**config.mk**
```make
export PLATFORM = sky130hd
export DESIGN_NAME = correlation_stream
export DESIGN_NICKNAME = d
export VERILOG_FILES = /design/src/rtl/correlation_pkg.sv /design/src/rtl/corr_adder_tree.sv /design/src/rtl/correlation_stream.sv
export SDC_FILE = /design/constraint.sdc
export NUM_CORES = 1
export LEC_CHECK = 0
export BUFFER_PORTS_ARGS = -buffer_cell sky130_fd_sc_hd__buf_4
export CORE_MARGIN = 10
export CORE_UTILIZATION = 50
export DETAILED_ROUTE_END_ITERATION = 8
export PLACE_DENSITY = 0.75
export SYNTH_ARGS = -nofsm -noshare
export SYNTH_HDL_FRONTEND = slang
export SYNTH_HIERARCHICAL = 1
export SYNTH_SLANG_ARGS = --single-unit
```
**constraint.sdc**
```tcl
create_clock -name clock_i -period 4.8 [get_ports clock_i]
set_input_delay 0 -clock clock_i [delete_from_list [all_inputs] [get_ports clock_i]]
set_output_delay 0 -clock clock_i [all_outputs]
set_load 0.005 [all_outputs]
```
**src/rtl/correlation_pkg.sv**
```systemverilog
// correlation_pkg: width and level helpers shared by the correlator and its adder tree
package correlation_pkg;
  function automatic int clog2(input int v);
    int r = 0;
    for (int i = 0; i < 31; i++) if ((1 << i) < v) r = i + 1;
    return r;
  endfunction
  function automatic int add_st(input int taps);
    return clog2(taps);
  endfunction
  function automatic int out_w(input int dw, input int taps);
    return 2 * dw + clog2(taps);
  endfunction
  function automatic int lvl_cnt(input int n, input int l);
    return (n + (1 << l) - 1) >> l;
  endfunction
  localparam int TAPS_DEF = 10;
  localparam int ADD_ST_DEF = add_st(TAPS_DEF);
endpackage

```
**src/rtl/corr_adder_tree.sv**
```systemverilog
// corr_adder_tree: pipelined pairwise sum of N signed products with a riding valid tag
module corr_adder_tree
  import correlation_pkg::*;
#(
  parameter int N = 10,
  parameter int IN_W = 9,
  parameter int OUT_W = 12
) (
  input  logic                 clock_i,
  input  logic                 reset_i,
  input  logic                 clear_i,
  input  logic                 en_i,
  input  logic                 tag_i,
  input  logic [N-1:0][IN_W-1:0] d_i,
  output logic [OUT_W-1:0]     sum_o,
  output logic                 tag_o
);
  localparam int L = add_st(N);
  localparam int M = 2 * N;
  logic [OUT_W-1:0] s_q [L+1][M];
  logic [OUT_W-1:0] s_d [L+1][M];
  logic [OUT_W-1:0] cur [L+1][M];
  logic [L:1] t_q;
  logic [L:0] tv;
  assign tv = {t_q, tag_i};
  always_comb begin
    cur = s_q;
    for (int i = 0; i < N; i++) cur[0][i] = OUT_W'($signed(d_i[i]));
    s_d = s_q;
    for (int l = 1; l <= L; l++)
      for (int i = 0; i < N; i++)
        if (2 * i + 1 < lvl_cnt(N, l - 1)) s_d[l][i] = cur[l-1][2*i] + cur[l-1][2*i+1];
        else if (2 * i < lvl_cnt(N, l - 1)) s_d[l][i] = cur[l-1][2*i];
    // the output register keeps its last result across untagged slots
    if (!tv[L-1]) s_d[L][0] = s_q[L][0];
  end
  always_ff @(posedge clock_i or posedge reset_i)
    if (reset_i) begin
      s_q <= '{default: '0};
      t_q <= '0;
    end else if (clear_i) begin
      s_q <= '{default: '0};
      t_q <= '0;
    end else if (en_i) begin
      s_q <= s_d;
      t_q <= tv[L-1:0];
    end
  assign sum_o = s_q[L][0];
  assign tag_o = t_q[L];
endmodule

```
**src/rtl/correlation_stream.sv**
```systemverilog
// correlation_stream: sliding-window dot product against a writable coefficient bank,
// valid/ready on both sides with a global stall
module correlation_stream
  import correlation_pkg::*;
#(
  parameter int TAPS = 10,
  parameter int DATA_W = 4,
  localparam int OUT_W = out_w(DATA_W, TAPS),
  localparam int AW = clog2(TAPS)
) (
  input  logic              clock_i,
  input  logic              reset_i,
  input  logic              clear_i,
  input  logic [DATA_W-1:0] x_in_i,
  input  logic              x_valid_i,
  output logic              x_ready_o,
  input  logic              mode_signed_i,
  input  logic              coef_we_i,
  input  logic [AW-1:0]     coef_addr_i,
  input  logic [DATA_W-1:0] coef_data_i,
  output logic [OUT_W-1:0]  y_o,
  output logic              y_valid_o,
  input  logic              y_ready_i
);
  localparam int PW = 2 * DATA_W + 1;
  localparam int FW = clog2(TAPS + 1);
  logic [DATA_W-1:0] w_q [TAPS];
  logic [DATA_W-1:0] h_q [TAPS];
  logic [TAPS-1:0][PW-1:0] p_q, p_d;
  logic [FW-1:0] fill_q, fill_d;
  logic wt_q, wm_q, pt_q, advance, accept;
  // one extra bit keeps unsigned 15*15 and signed -8*-8 both representable
  function automatic logic [PW-1:0] mul(input logic s, input logic [DATA_W-1:0] a, b);
    logic signed [DATA_W:0] sa, sb;
    logic signed [2*DATA_W+1:0] m;
    sa = {s & a[DATA_W-1], a};
    sb = {s & b[DATA_W-1], b};
    m = sa * sb;
    return m[PW-1:0];
  endfunction
  assign advance = !y_valid_o || y_ready_i;
  assign x_ready_o = advance && !reset_i && !clear_i;
  assign accept = x_valid_i && x_ready_o;
  assign fill_d = (fill_q == FW'(TAPS)) ? fill_q : fill_q + 1'b1;
  always_comb begin
    p_d = '0;
    for (int k = 0; k < TAPS; k++) p_d[k] = mul(wm_q, w_q[k], h_q[k]);
  end
  always_ff @(posedge clock_i or posedge reset_i)
    if (reset_i) begin
      w_q <= '{default: '0};
      fill_q <= '0;
      wt_q <= 1'b0;
      wm_q <= 1'b0;
      p_q <= '0;
      pt_q <= 1'b0;
    end else if (clear_i) begin
      w_q <= '{default: '0};
      fill_q <= '0;
      wt_q <= 1'b0;
      wm_q <= 1'b0;
      p_q <= '0;
      pt_q <= 1'b0;
    end else if (advance) begin
      if (accept) begin
        w_q[0] <= x_in_i;
        for (int k = 1; k < TAPS; k++) w_q[k] <= w_q[k-1];
        fill_q <= fill_d;
        wm_q <= mode_signed_i;
      end
      wt_q <= accept && fill_d == FW'(TAPS);
      p_q <= p_d;
      pt_q <= wt_q;
    end
  always_ff @(posedge clock_i or posedge reset_i)
    if (reset_i) h_q <= '{default: '0};
    else if (coef_we_i && 32'(coef_addr_i) < TAPS) h_q[coef_addr_i] <= coef_data_i;
  corr_adder_tree #(.N(TAPS), .IN_W(PW), .OUT_W(OUT_W)) u_tree (
    .clock_i (clock_i),
    .reset_i (reset_i),
    .clear_i (clear_i),
    .en_i    (advance),
    .tag_i   (pt_q),
    .d_i     (p_q),
    .sum_o   (y_o),
    .tag_o   (y_valid_o)
  );
endmodule

```
==> results.md <==
* Pin count of the biggest net entering global routing at between 100 and 150
* Starting density of the core at between 50% and 60%
* Final setup fails at 0
* Final setup TNS at 0 ns
* Clock root buffer: clkbuf_16
* Clk sinks at 299
* CP Launch Type: register
* Distinct cell type count of the synthesized netlist at 70
* Dpl hpwl at approximately 38000 µm
* Max Clk Rate at roughly 230 MHz
* Drt pass-1 iters at 4
* Worst Path Buf+Inv at 2
* Delay-heaviest family, CP: adder cells
* Placed inst area at about 24000 µm²
* Synth warnings at 6
* H-Tree Depth at 2
* RSZ-0062 raised after global routing: false
* Register area share after synthesis at a little under a third
* Pins Over Slew Limit at 0
* Antenna-violating nets left at 0
* Die H at approximately 240 µm
* Final period utilization at approximately nine tenths
* Critical path, cell by cell: buf_4, nand2_1, or2_2, fa_1, fa_1, fa_1, inv_1, ha_1, a211oi_1, o21bai_1, a21oi_1, xnor2_1, a211oi_1
* Hold buffers post-CTS at 15
* Synth Instances at about 2500
* Site Rows at between 70 and 80
* GRT overflow at 0
* Commonest non-fill, non-tap cells in the layout: nand2_1 (307), dfrtp_1 (299), inv_1 (268)
* Post-route cell area at roughly 26000 µm²
* HP Class: in2reg
* Leakage at around 0.013 µW
* Core area at approximately 47000 µm²
* TritonCTS buffer count at 36
* Synth async-reset ratio at 100%
* Setup Crit Path Kind: reg2reg
* Synth Register Bits at around 300
* Skew-Pair Late Insertion Delay at roughly 0.55 ns
* Top FF cell, synth: dfrtp_1
* CP Capture Type: register
* Max Used Layer: met4
* Fin cells at 3129
* Ratio of cells with drive above 1 in the final layout at between 7 and 8%
* Post-Syn Area at 23700 µm²
* Net count after synthesis at a little under 3000
* WP data arrival at around 4.8 ns
* Vias/cell at around 5.5
* EDFF count, synth at 0
* Routed wire length on met2 at approximately 25000 µm
* Pwr/cell area at ~240 nW/µm²
* Slew margin rel. at between 20% and 30%
* Wl on met1 at 23800 µm
* Critical path's slowest cell: dfrtp_1
* Count of input and output buffers at 32
* Least-Margin Pin Slew at roughly 1.1 ns
* CP dominant cell by count: fa_1
* Initial antenna violation count at 0
* All-Layer GR Usage at a little under a fifth
* Iter 0 DRT Violations at just over 900
* Post-cts resize count at 0
* Die ar. at ~56000 µm²
* Max-cap viol count at 0
* VDD IR max at between 0.0002 and 0.00025 V
* Total power at around 6000 µW
* Placed cell count at 3050
* Slowest stage delay, CP at around 0.58 ns
* Per-cell routed wire length at approximately 17 µm
* Clock skew at around 0.015 ns
* Setup Buffers After CTS at 0
* DR vias at ~17000
* Run status: completed
* Nets@finish at a little under 3000
* Clock-pin transition on the worst setup and hold timing paths at about 0.06 ns
* Worst path required time at about 5.3 ns
* DRC viols at 0
* Min Tclk post-route at approximately 4.3 ns
* CTS tree: built
* Antenna diodes at 0
* Final hold vios at 0
* WL met3 at 1850 µm
* CTS Buffer Depth at 3
* Final wirelength at 52400 µm
* Syn Area/Cell at 9.45 µm²
* I/O Pins at 33
* Vias in the first global route at between 15000 and 20000
* First-pass GRT wire length at between 90000 and 100000 µm
* Die X at about 240 µm
* Commonest non-fill, non-tap cell in the layout: nand2_1
* Syn-to-layout area delta at 8.48%
* Placer Congestion at around 0.83
* WHS at 0.0660 ns
* Worst-path fanout max at 20
## per-layer routing
| metal | GRT usage, % | vias to the layer above |
|---|---|---|
| met2 | 32.0 | 272 |
| met5 | 0 | - |
| met1 | 24.9 | 8604 |
| met4 | 6.39 | 0 |
| met3 | 2.36 | 85 |
| li1 | - | 8313 |
## final cells by class
type	instances	area, µm²
fill	4077	21000
multi-input combinational	1823	14700
sequential	299	7480
clock buffer	51	1050
inverter	272	1030
tap	607	759
timing repair buffer	64	534
clock inverter	13	120
## worst paths after layout
check	startpoint	endpoint	slack, ns	depth (start not counted)
min in group asynchronous	reset_i	h_q[1]	0.23	4
worst min register to register	u_tree/sum_o[4]	u_tree/sum_o[4]	0.48	2
worst max-delay path	wm_q	p_q[8]	0.48	13
worst max register to register	wm_q	p_q[8]	0.48	13
worst min-delay path	coef_addr_i[2]	h_q[0]	0.07	4
max in group asynchronous	reset_i	h_q[14]	3.10	5
## per-stage QoR
stage / util, % / setup WS [ns]
2_1_floorplan: - / 1.05
3_3_place_gp: 52.2 / 0.683
3_5_place_dp: 52.2 / 0.543
4_1_cts: 55.0 / 0.522
5_1_grt: 55.0 / 0.193
6_report: 55.0 / 0.475
## synth_stat cells (34+ instances only)
| library cell | count | area, µm² |
|---|---|---|
| nand2_1 | 307 | 1150 |
| dfrtp_1 | 299 | 7480 |
| inv_1 | 270 | 1010 |
| ha_1 | 219 | 2740 |
| a21oi_1 | 190 | 951 |
| nor2_1 | 166 | 623 |
| fa_1 | 159 | 3180 |
| and2_1 | 121 | 757 |
| o21ai_0 | 77 | 385 |
| xnor2_1 | 76 | 666 |
| clkbuf_1 | 73 | 274 |
| mux2i_1 | 53 | 531 |
| a211oi_1 | 48 | 360 |
| mux2_2 | 40 | 450 |
| xor2_1 | 39 | 342 |
| and3_1 | 36 | 225 |
| a21o_1 | 34 | 255 |
## power by group
part,switching (µW),leakage (µW),internal (µW)
Clock,1110,0.000569,1590
Sequential,171,0.00410,2640
Combinational,323,0.00816,232
## worst reg2reg max path, delay by kind of cell (launching register included)
family	cells	cell delay (ns)
adders and majority gates	4	1.73
AOI/OAI and AO/OA	4	0.85
DFF	1	0.58
and+or+nand+nor	2	0.54
buffers and inverters	2	0.42
xor gates and xnor gates	1	0.10
## state kept, by name, indices dropped and copies added, names as in the netlist
| register | cells |
|---|---|
| p_q | 90 |
| h_q | 40 |
| pt_q | 1 |
| wt_q | 1 |
| wm_q | 1 |
| u_tree/cur | 106 |
| u_tree/sum_o | 12 |
| fill_q | 4 |
| u_tree/t_q | 4 |
| w_q | 40 |
## kinds of logic (layout without fill, tap and decap cells)
kind of cell    after synthesis  count (layout)  share of synthesized area, %
xor+xnor                    125             125                          5.21
compound gates              476             476                          12.6
mux                          94              94                          4.19
simple gates                750             750                          14.9
flops                       299             299                          31.6
fa+ha+maj                   378             378                          25.0
buf+inv                     380             400                          6.36
No activity file was read; power rests on OpenSTA's default activity.
